File: config.mk
export PLATFORM = sky130hd
export DESIGN_NAME = rv32v_hazard_ctrl
export DESIGN_NICKNAME = d
export VERILOG_FILES = /design/src/rtl/rv32v_hazard_ctrl.sv
export SDC_FILE = /design/constraint.sdc
export NUM_CORES = 1
export LEC_CHECK = 0
export BUFFER_PORTS_ARGS = -buffer_cell sky130_fd_sc_hd__buf_2
export CAP_MARGIN = 0
export CORE_ASPECT_RATIO = 0.6
export CORE_MARGIN = 2
export CORE_UTILIZATION = 40
export DETAILED_ROUTE_END_ITERATION = 16
export HOLD_SLACK_MARGIN = 0.1
export SYNTH_ARGS = -nofsm -noshare
export SYNTH_HDL_FRONTEND = slang
export SYNTH_SLANG_ARGS = --single-unit
export TNS_END_PERCENT = 1
File: constraint.sdc
create_clock -name CLK -period 2.93 [get_ports CLK]
set_clock_uncertainty 0.2 [all_clocks]
set_input_delay 0.1465 -clock CLK [delete_from_list [all_inputs] [get_ports CLK]]
set_output_delay 0.1465 -clock CLK [all_outputs]
set_load 0.02 [all_outputs]
File: src/rtl/rv32v_hazard_ctrl.sv
// -----------------------------------------------------------------------------
// rv32v_hazard_ctrl
//
// Pipeline hazard controller for the RV32V vector pipeline. Turns per-stage
// busy signals and memory-stage events into per-stage stall/flush controls:
//   - back-pressure stalls with bubble insertion between a stalled and a
//     moving stage,
//   - flush + drain after a vector CSR update (wait for its retirement),
//   - flush + fetch hold after a memory-stage exception (trap redirect).
// Also counts the cycles in which decode is stalled.
//
// Ports:
//   CLK, RST                       clock, synchronous active-high reset
//   busy_f1 .. busy_mem            stage cannot advance this cycle
//   v_busy                         decode vector-expansion latch holding
//   csr_update                     vector CSR write sitting in memory stage
//   exception_mem                  memory stage raised an exception
//   writeback_ena                  an instruction retires this cycle
//   stall_f1 .. stall_mem          hold the stage register
//   flush_f1 .. flush_mem          clear the stage register (bubble)
//   v_stall_cnt                    cycles with stall_dec=1 (wraps)
//
// Outputs are combinational from the current state and current inputs.
// -----------------------------------------------------------------------------
module rv32v_hazard_ctrl #(
  parameter int EXC_HOLD_CYCLES = 2,
  parameter int CNT_W           = 32
) (
  input  logic             CLK,
  input  logic             RST,
  input  logic             busy_f1,
  input  logic             busy_f2,
  input  logic             busy_dec,
  input  logic             busy_ex,
  input  logic             busy_mem,
  input  logic             v_busy,
  input  logic             csr_update,
  input  logic             exception_mem,
  input  logic             writeback_ena,
  output logic             stall_f1,
  output logic             stall_f2,
  output logic             stall_dec,
  output logic             stall_ex,
  output logic             stall_mem,
  output logic             flush_f1,
  output logic             flush_f2,
  output logic             flush_dec,
  output logic             flush_ex,
  output logic             flush_mem,
  output logic [CNT_W-1:0] v_stall_cnt
);

  typedef enum logic [1:0] {
    RUN      = 2'd0,
    CSR_WAIT = 2'd1,
    EXC_HOLD = 2'd2
  } state_t;

  state_t           state_q, state_d;
  logic [3:0]       hold_q, hold_d;
  logic [CNT_W-1:0] v_stall_cnt_q, v_stall_cnt_d;

  // back-pressure chain before any event overrides
  logic bp_f1, bp_f2, bp_dec, bp_ex, bp_mem;
  logic bp_flush_ex, bp_flush_mem;

  // pre-reset-gating stall/flush values
  logic st_f1, st_f2, st_dec, st_ex, st_mem;
  logic fl_f1, fl_f2, fl_dec, fl_ex, fl_mem;

  // Next-state, hold counter and stall/flush decode.
  always_comb begin
    // A stage stalls when it is busy or anything downstream holds it.
    bp_mem       = busy_mem;
    bp_ex        = busy_ex | bp_mem;
    bp_dec       = busy_dec | v_busy | bp_ex;
    bp_f2        = busy_f2 | bp_dec;
    bp_f1        = busy_f1 | bp_f2;
    // Bubble into the first stage that moves while the one above it holds.
    bp_flush_ex  = bp_dec & ~bp_ex;
    bp_flush_mem = bp_ex & ~bp_mem;

    st_f1   = bp_f1;
    st_f2   = bp_f2;
    st_dec  = bp_dec;
    st_ex   = bp_ex;
    st_mem  = bp_mem;
    fl_f1   = 1'b0;
    fl_f2   = 1'b0;
    fl_dec  = 1'b0;
    fl_ex   = bp_flush_ex;
    fl_mem  = bp_flush_mem;
    state_d = state_q;
    hold_d  = hold_q;

    // An exception beats every other event in every state: flush all five
    // stages, drop all stalls and (re)arm the fetch hold.
    if (exception_mem) begin
      st_f1   = 1'b0;
      st_f2   = 1'b0;
      st_dec  = 1'b0;
      st_ex   = 1'b0;
      st_mem  = 1'b0;
      fl_f1   = 1'b1;
      fl_f2   = 1'b1;
      fl_dec  = 1'b1;
      fl_ex   = 1'b1;
      fl_mem  = 1'b1;
      hold_d  = 4'(EXC_HOLD_CYCLES);
      state_d = EXC_HOLD;
    end else begin
      case (state_q)
        RUN: begin
          if (csr_update) begin
            // Memory stage keeps its back-pressure so the CSR op completes.
            st_f1   = 1'b0;
            st_f2   = 1'b0;
            st_dec  = 1'b0;
            st_ex   = 1'b0;
            fl_f1   = 1'b1;
            fl_f2   = 1'b1;
            fl_dec  = 1'b1;
            fl_ex   = 1'b1;
            state_d = CSR_WAIT;
          end else begin
            state_d = RUN;
          end
        end
        CSR_WAIT: begin
          // Fetch is held until the CSR instruction retires.
          st_f1 = 1'b1;
          if (writeback_ena) begin
            state_d = RUN;
          end else begin
            state_d = CSR_WAIT;
          end
        end
        EXC_HOLD: begin
          st_f1  = 1'b1;
          hold_d = hold_q - 4'd1;
          if (hold_q <= 4'd1) begin
            state_d = RUN;
          end else begin
            state_d = EXC_HOLD;
          end
        end
        default: begin
          state_d = RUN;
          hold_d  = 4'd0;
        end
      endcase
    end
  end

  // Outputs are quiet while reset is held.
  assign stall_f1  = st_f1  & ~RST;
  assign stall_f2  = st_f2  & ~RST;
  assign stall_dec = st_dec & ~RST;
  assign stall_ex  = st_ex  & ~RST;
  assign stall_mem = st_mem & ~RST;
  assign flush_f1  = fl_f1  & ~RST;
  assign flush_f2  = fl_f2  & ~RST;
  assign flush_dec = fl_dec & ~RST;
  assign flush_ex  = fl_ex  & ~RST;
  assign flush_mem = fl_mem & ~RST;

  // Decode-stall performance counter, wraps without saturation.
  always_comb begin
    v_stall_cnt_d = v_stall_cnt_q + CNT_W'(stall_dec);
  end

  assign v_stall_cnt = v_stall_cnt_q;

  // State, hold counter and performance counter registers.
  always_ff @(posedge CLK) begin
    if (RST) begin
      state_q       <= RUN;
      hold_q        <= 4'd0;
      v_stall_cnt_q <= '0;
    end else begin
      state_q       <= state_d;
      hold_q        <= hold_d;
      v_stall_cnt_q <= v_stall_cnt_d;
    end
  end

endmodule

== Word-level counts from Yosys, hierarchy flattened ==
Index checks and enable logic that the tools add are counted.
Cells by class
  add/sub/neg operators: 2
  $mul: 0
  divide/modulo/power cells: 0
  magnitude comparators: 1
  equal/unequal tests: 3
  shift operators: 0
  muxes and demuxes: 27
  bitwise operators: 18
  reductions and logical operators: 4
Operator list (count)
  32-bit by 1-bit adder with 32-bit output: 1
  1-bit two-way mux: 21
  1-bit AND: 10
  4-bit case mux with 2 select lines: 1
  2-bit two-way mux: 3
  2-bit case mux with 3 select lines: 1
  2-bit OR reduction: 3
  1-bit OR: 5
  4-bit by 1-bit <= comparator with 1-bit output, second input constant: 1
  4-bit by 1-bit subtractor with 4-bit output, second input constant: 1
  1-bit inverter: 3
  2-bit by 1-bit equality test with 1-bit output, second input constant: 1
  2-bit equality test, second input constant: 1
  2-bit zero test: 1
  2-bit by 1-bit inequality test with 1-bit output, second input constant: 1
  1-bit case mux with 2 select lines: 1
Storage, ports and cells
  register bits after elaboration: 38
  bits in latches: 0
  memory bits (writable): 0
  bits in read-only memories: 0
  input bits: 11
  memories kept: 0

== Longest topological paths before layout ==
  depth in word-level cells: 8
  depth in mapped cells: 11
  depth with buffers taken out: 11

== Worst setup path before layout ==
No wires, ideal clock.
  path kind: flip-flop to flip-flop
  from: register state_q[0]
  to: register v_stall_cnt_q[24], in the netlist v_stall_cnt[24]
  setup time: 0.121 ns
  arrival time: 2.509 ns
  required time: 2.609 ns
  path slack: 0.100 ns
  cell stages (with the launch flop): 12
  buffers on the path: 0
  cell sequence: dfxtp_1 -> inv_1 -> ha_1 -> nand2_1 -> nand2b_1 -> nor2_1 -> ha_1 -> ha_1 -> nand4_1 -> nor3_1 -> nand3_1 -> mux2_2
Between the ends
  word-level cells in the longest chain between the ends: 5
Ends and longest elaborated chain
  start, declared: line 59  | state_t state_q, state_d;
  start signal, assigned: line 181  | state_q <= state_d;
  2-bit zero test: line 112  | case (state_q)
  1-bit two-way mux: line 112
  1-bit two-way mux: line 98  | if (exception_mem) begin
  1-bit AND: line 158  | assign stall_dec = st_dec & ~RST;
  via stall_dec: line 42  | output logic stall_dec,
  32-bit by 1-bit adder with 32-bit output: line 169  | v_stall_cnt_d = v_stall_cnt_q + CNT_W'(stall_dec);
  end signal, assigned: line 183  | v_stall_cnt_q <= v_stall_cnt_d;
  end, declared: line 61  | logic [CNT_W-1:0] v_stall_cnt_q, v_stall_cnt_d;
The timed path passes the listed nets, and every way through them passes these cells.
A chain may end at the register's enable or synchronous reset.

== Final worst setup path ==
  from: register state_q[0]
  to: register v_stall_cnt_q[19], in the netlist v_stall_cnt[19]
Between the ends
  word-level cells in the longest chain between the ends: 5
Ends and longest elaborated chain (line)
  2-bit zero test: 112
  1-bit two-way mux: 112
  1-bit two-way mux: 98
  1-bit AND: 158
  32-bit by 1-bit adder with 32-bit output: 169
Every way passes these cells.

==> out/metrics.csv <==
stage;metric;value;unit
routing;DRC;0;
clocking;CTS H-tree lvls;2;
sta;setup TNS;0;ns
sta;maximum operating frequency;365;MHz
grt;GRT overflow;0;
cells_and_area;number of diodes;0;
critical_path;Crit-path slowest cell;dfxtp_1;
synth;synthesis-stage register bit count;38;
clocking;CTS sink cnt;38;
job;Max-Cap Viols;0;
critical_path;endpoint type of the worst setup path;flip-flop;
sta;Final Hold Fails;0;
status;status;finished clean;
clocking;Worst-path clk slew;0.07;ns
synth;top cell type's share of synthesized area;37.8;%
sta;RSZ-0062 raised after global routing;yes;
cells_and_area;share of cells above drive strength 1;27.8;%
clocking;CTS tree;yes;
routing;vias;1846;
floorplan;chip height;59.0;µm
routing;TritonRoute pass-1 iters;4;
grt;vias in the first global route;1553;
critical_path;max incr delay on CP;0.36;ns
floorplan;core area;4710;µm²
placed_design;GPL Wtd Cong;0.855;
clocking;clock root buffer;clkbuf_8;
grt;global-route wire length before repair;7.62;mm
sta;Final Max Slew Viols;0;
power;power per cell area;386;nW/µm²
floorplan;IO Pins;53;
critical_path;critical path startpoint category;flip-flop;
sta;Hold WS;0.188;ns
placed_design;IO buf count;52;
power;worst vdd ir;0.197;mV
clocking;Max clock buf depth;2;
power;Cell Int Power;0.721;mW
grt;largest net degree at the start of global routing;44;
critical_path;R2R cell count;11;
floorplan;Initial Util;42.8;%
placed_design;pre-CTS setup slack;0.0985;ns
placed_design;HPWL Detailed;3.52;mm
placed_design;Placed Area;2320;µm²
cells_and_area;Final Cell Area;2460;µm²
sta;fin worst setup slack;0.190;ns
routing;routed len/inst;13.5;µm
clocking;cts bufs inserted;5;
power;Net Sw Frac;24.2;%
synth;Mapped Cells;237;
synth;synthesized net count;256;
floorplan;num rows;19;
grt;Global Route Usage Sum;17.3;%
floorplan;DIE WIDTH;95.6;µm
power;Reg power frac;55.2;%
critical_path;CP most frequent cell;ha_1;
routing;Routed WL;4.82;mm
critical_path;WP buf/inv;2;
grt;initial antenna violation count;0;
routing;vias per std cell;5.16;
critical_path;cell chain of the critical path;inv_1, ha_1, nand2_1, nand2b_1, nor2_1, ha_1, and4_2, nand4_1, buf_4, nor4_1, mux2_2;
floorplan;DIE AREA;5640;µm²
cells_and_area;final net count;314;
power;leakage;1.02;nW
synth;area leader, netlist;dfxtp_1;
power;Design Power;0.951;mW
sta;Slew HR;50.8;%
sta;Worst Tran Pin Value;0.731;ns
sta;Final setup violation count;0;
critical_path;CP top delay family;simple AND/OR/NAND/NOR gates;
routing;Final ANT Viol Nets;0;
critical_path;Worst EP arrival;2.72;ns
power;Net Sw Power;0.230;mW
critical_path;Crit path depth;11;
critical_path;critical path fanouts, max;13;
synth;sequential area share after synthesis;37.8;%
sta;shortest period the worst path allows;2.74;ns
min_path;Worst Hold Depth;5;
synth;Yosys cell types;44;
power;combinational power share;9.5;%
critical_path;Req. time, crit path;2.91;ns
clocking;postcts setup bufs;0;
critical_path;Crit Path Class;reg -> reg;
sta;fin crit share;93.5;%
routing;Initial DRC Count;108;
min_path;HP Class;in -> reg;
cells_and_area;Area Growth Syn to Fin;22.2;%
power;Clock Power Share;35.4;%
synth;top post-synthesis cells by area;dfxtp_1, nor2_1, ha_1, a21oi_1, xor2_1;
synth;Avg Cell Area, Syn;8.50;µm²
synth;synth warn;0;
clocking;Skew-Pair Late Insertion Delay;0.28;ns
synth;post-synthesis cell area;2010;µm²
per-stage QoR:
stage	utilization, %	std cells
6_report	52.3	358
3_5_place_dp	49.3	346
3_3_place_gp	49.3	346
5_1_grt	52.3	358
2_1_floorplan	-	237
4_1_cts	51.9	358
kinds of logic (layout without fill, tap and decap cells):
group / after synthesis / count (layout) / synth area share [%]
AO/OA/AOI/OAI: 37 / 37 / 11.1
XOR/XNOR: 13 / 13 / 5.65
adder cells (fa/ha/maj): 8 / 8 / 4.97
buffers and inverters: 20 / 78 / 5.28
flip-flops: 38 / 38 / 37.8
multiplexers: 6 / 6 / 3.35
AND/OR/NAND/NOR: 115 / 115 / 31.9
Yosys cell counts, drive strengths merged:
master	instances
o21ba	1
dfxtp	38
nand2b	3
nand4	11
or3	3
inv	9
a211oi	2
or2	2
nor2b	12
or4	4
and4	6
or4b	1
clkbuf	5
nor2	33
o21ai	7
a21oi	17
o31ai	3
and2	1
mux2	6
o41ai	2
nand3	13
o31a	1
nand4b	2
o22ai	1
xnor2	4
ha	8
nor4b	1
nor4	6
nand2	9
buf	6
a31o	1
a21o	1
or3b	1
a31oi	1
nor3b	1
and3	3
xor2	9
nor3	3
power by group through the flow:
stage	combinational (mW)	sequential [mW]	clock, mW
2_1_floorplan	0.0577	0.538	0
3_3_place_gp	0.0832	0.537	0
3_5_place_dp	0.0828	0.537	0
4_1_cts	0.0895	0.525	0.346
5_1_grt	0.0991	0.525	0.372
6_report	0.0899	0.525	0.336
sequential cells by signal (all words and copies together), names as in the netlist:
register and cells:
hold_q 4, state_q 2, v_stall_cnt 32
worst paths after layout:
| kind | from | to | slack (ns) |
|---|---|---|---|
| worst max register to register | state_q[0] | v_stall_cnt[19] | 0.19 |
| worst min-delay path | busy_dec | v_stall_cnt[0] | 0.19 |
| worst min register to register | v_stall_cnt[29] | v_stall_cnt[29] | 0.29 |
| worst max-delay path | state_q[0] | v_stall_cnt[19] | 0.19 |
worst register-to-register path, cell delays in order, from the launching register on:
cell      delay [ns]
dfxtp_1         0.36
inv_1           0.07
ha_1            0.24
nand2_1         0.10
nand2b_1        0.09
nor2_1          0.15
ha_1            0.21
and4_2          0.31
nand4_1         0.10
buf_4           0.19
nor4_1          0.25
mux2_2          0.36
per-layer routing:
metal,vias to the layer above,share of wire [%],track usage [%]
li1,962,-,-
met5,-,0,0
met2,42,40,21.5
met1,840,55,28.5
met3,2,5.2,4.71
met4,0,0.50,4.29
area by class of cell:
class                           instances  area (µm²)
Fill cell                             466        2240
Inverter                                9        33.8
Clock buffer                            7        76.3
Multi-Input combinational cell        179        1160
Timing Repair Buffer                   62         348
Sequential cell                        38         761
Tap cell                               63        78.8
layout by cell type, fill, tap and decap left out, types with 3 or more instances in the layout:
master | Yosys | routed
nand2_1 | 8 | 8
mux2_2 | 6 | 6
dlygate4sd3_1 | 0 | 5
a21oi_1 | 17 | 17
nand2b_1 | 3 | 3
or4_1 | 3 | 3
and4_1 | 6 | 5
xor2_1 | 9 | 9
inv_1 | 9 | 9
clkbuf_8 | 0 | 5
ha_1 | 8 | 7
dfxtp_1 | 38 | 38
and3_1 | 3 | 3
nor2b_1 | 12 | 12
nand4_1 | 10 | 10
nor4_1 | 6 | 6
nand3_1 | 13 | 12
nor2_1 | 33 | 32
buf_2 | 1 | 52
buf_4 | 2 | 5
o21ai_0 | 7 | 7
xnor2_1 | 4 | 4
o31ai_1 | 3 | 3
nor3_1 | 3 | 3
repair_timing:
action | in CTS | in global routing
endpoints found under the setup margin | 0 | 9
gates resized for setup | 0 | 5
hold buffers | 5 | 0
hold endpoints to repair | 6 | 0
(Power assumes the default switching activity.)
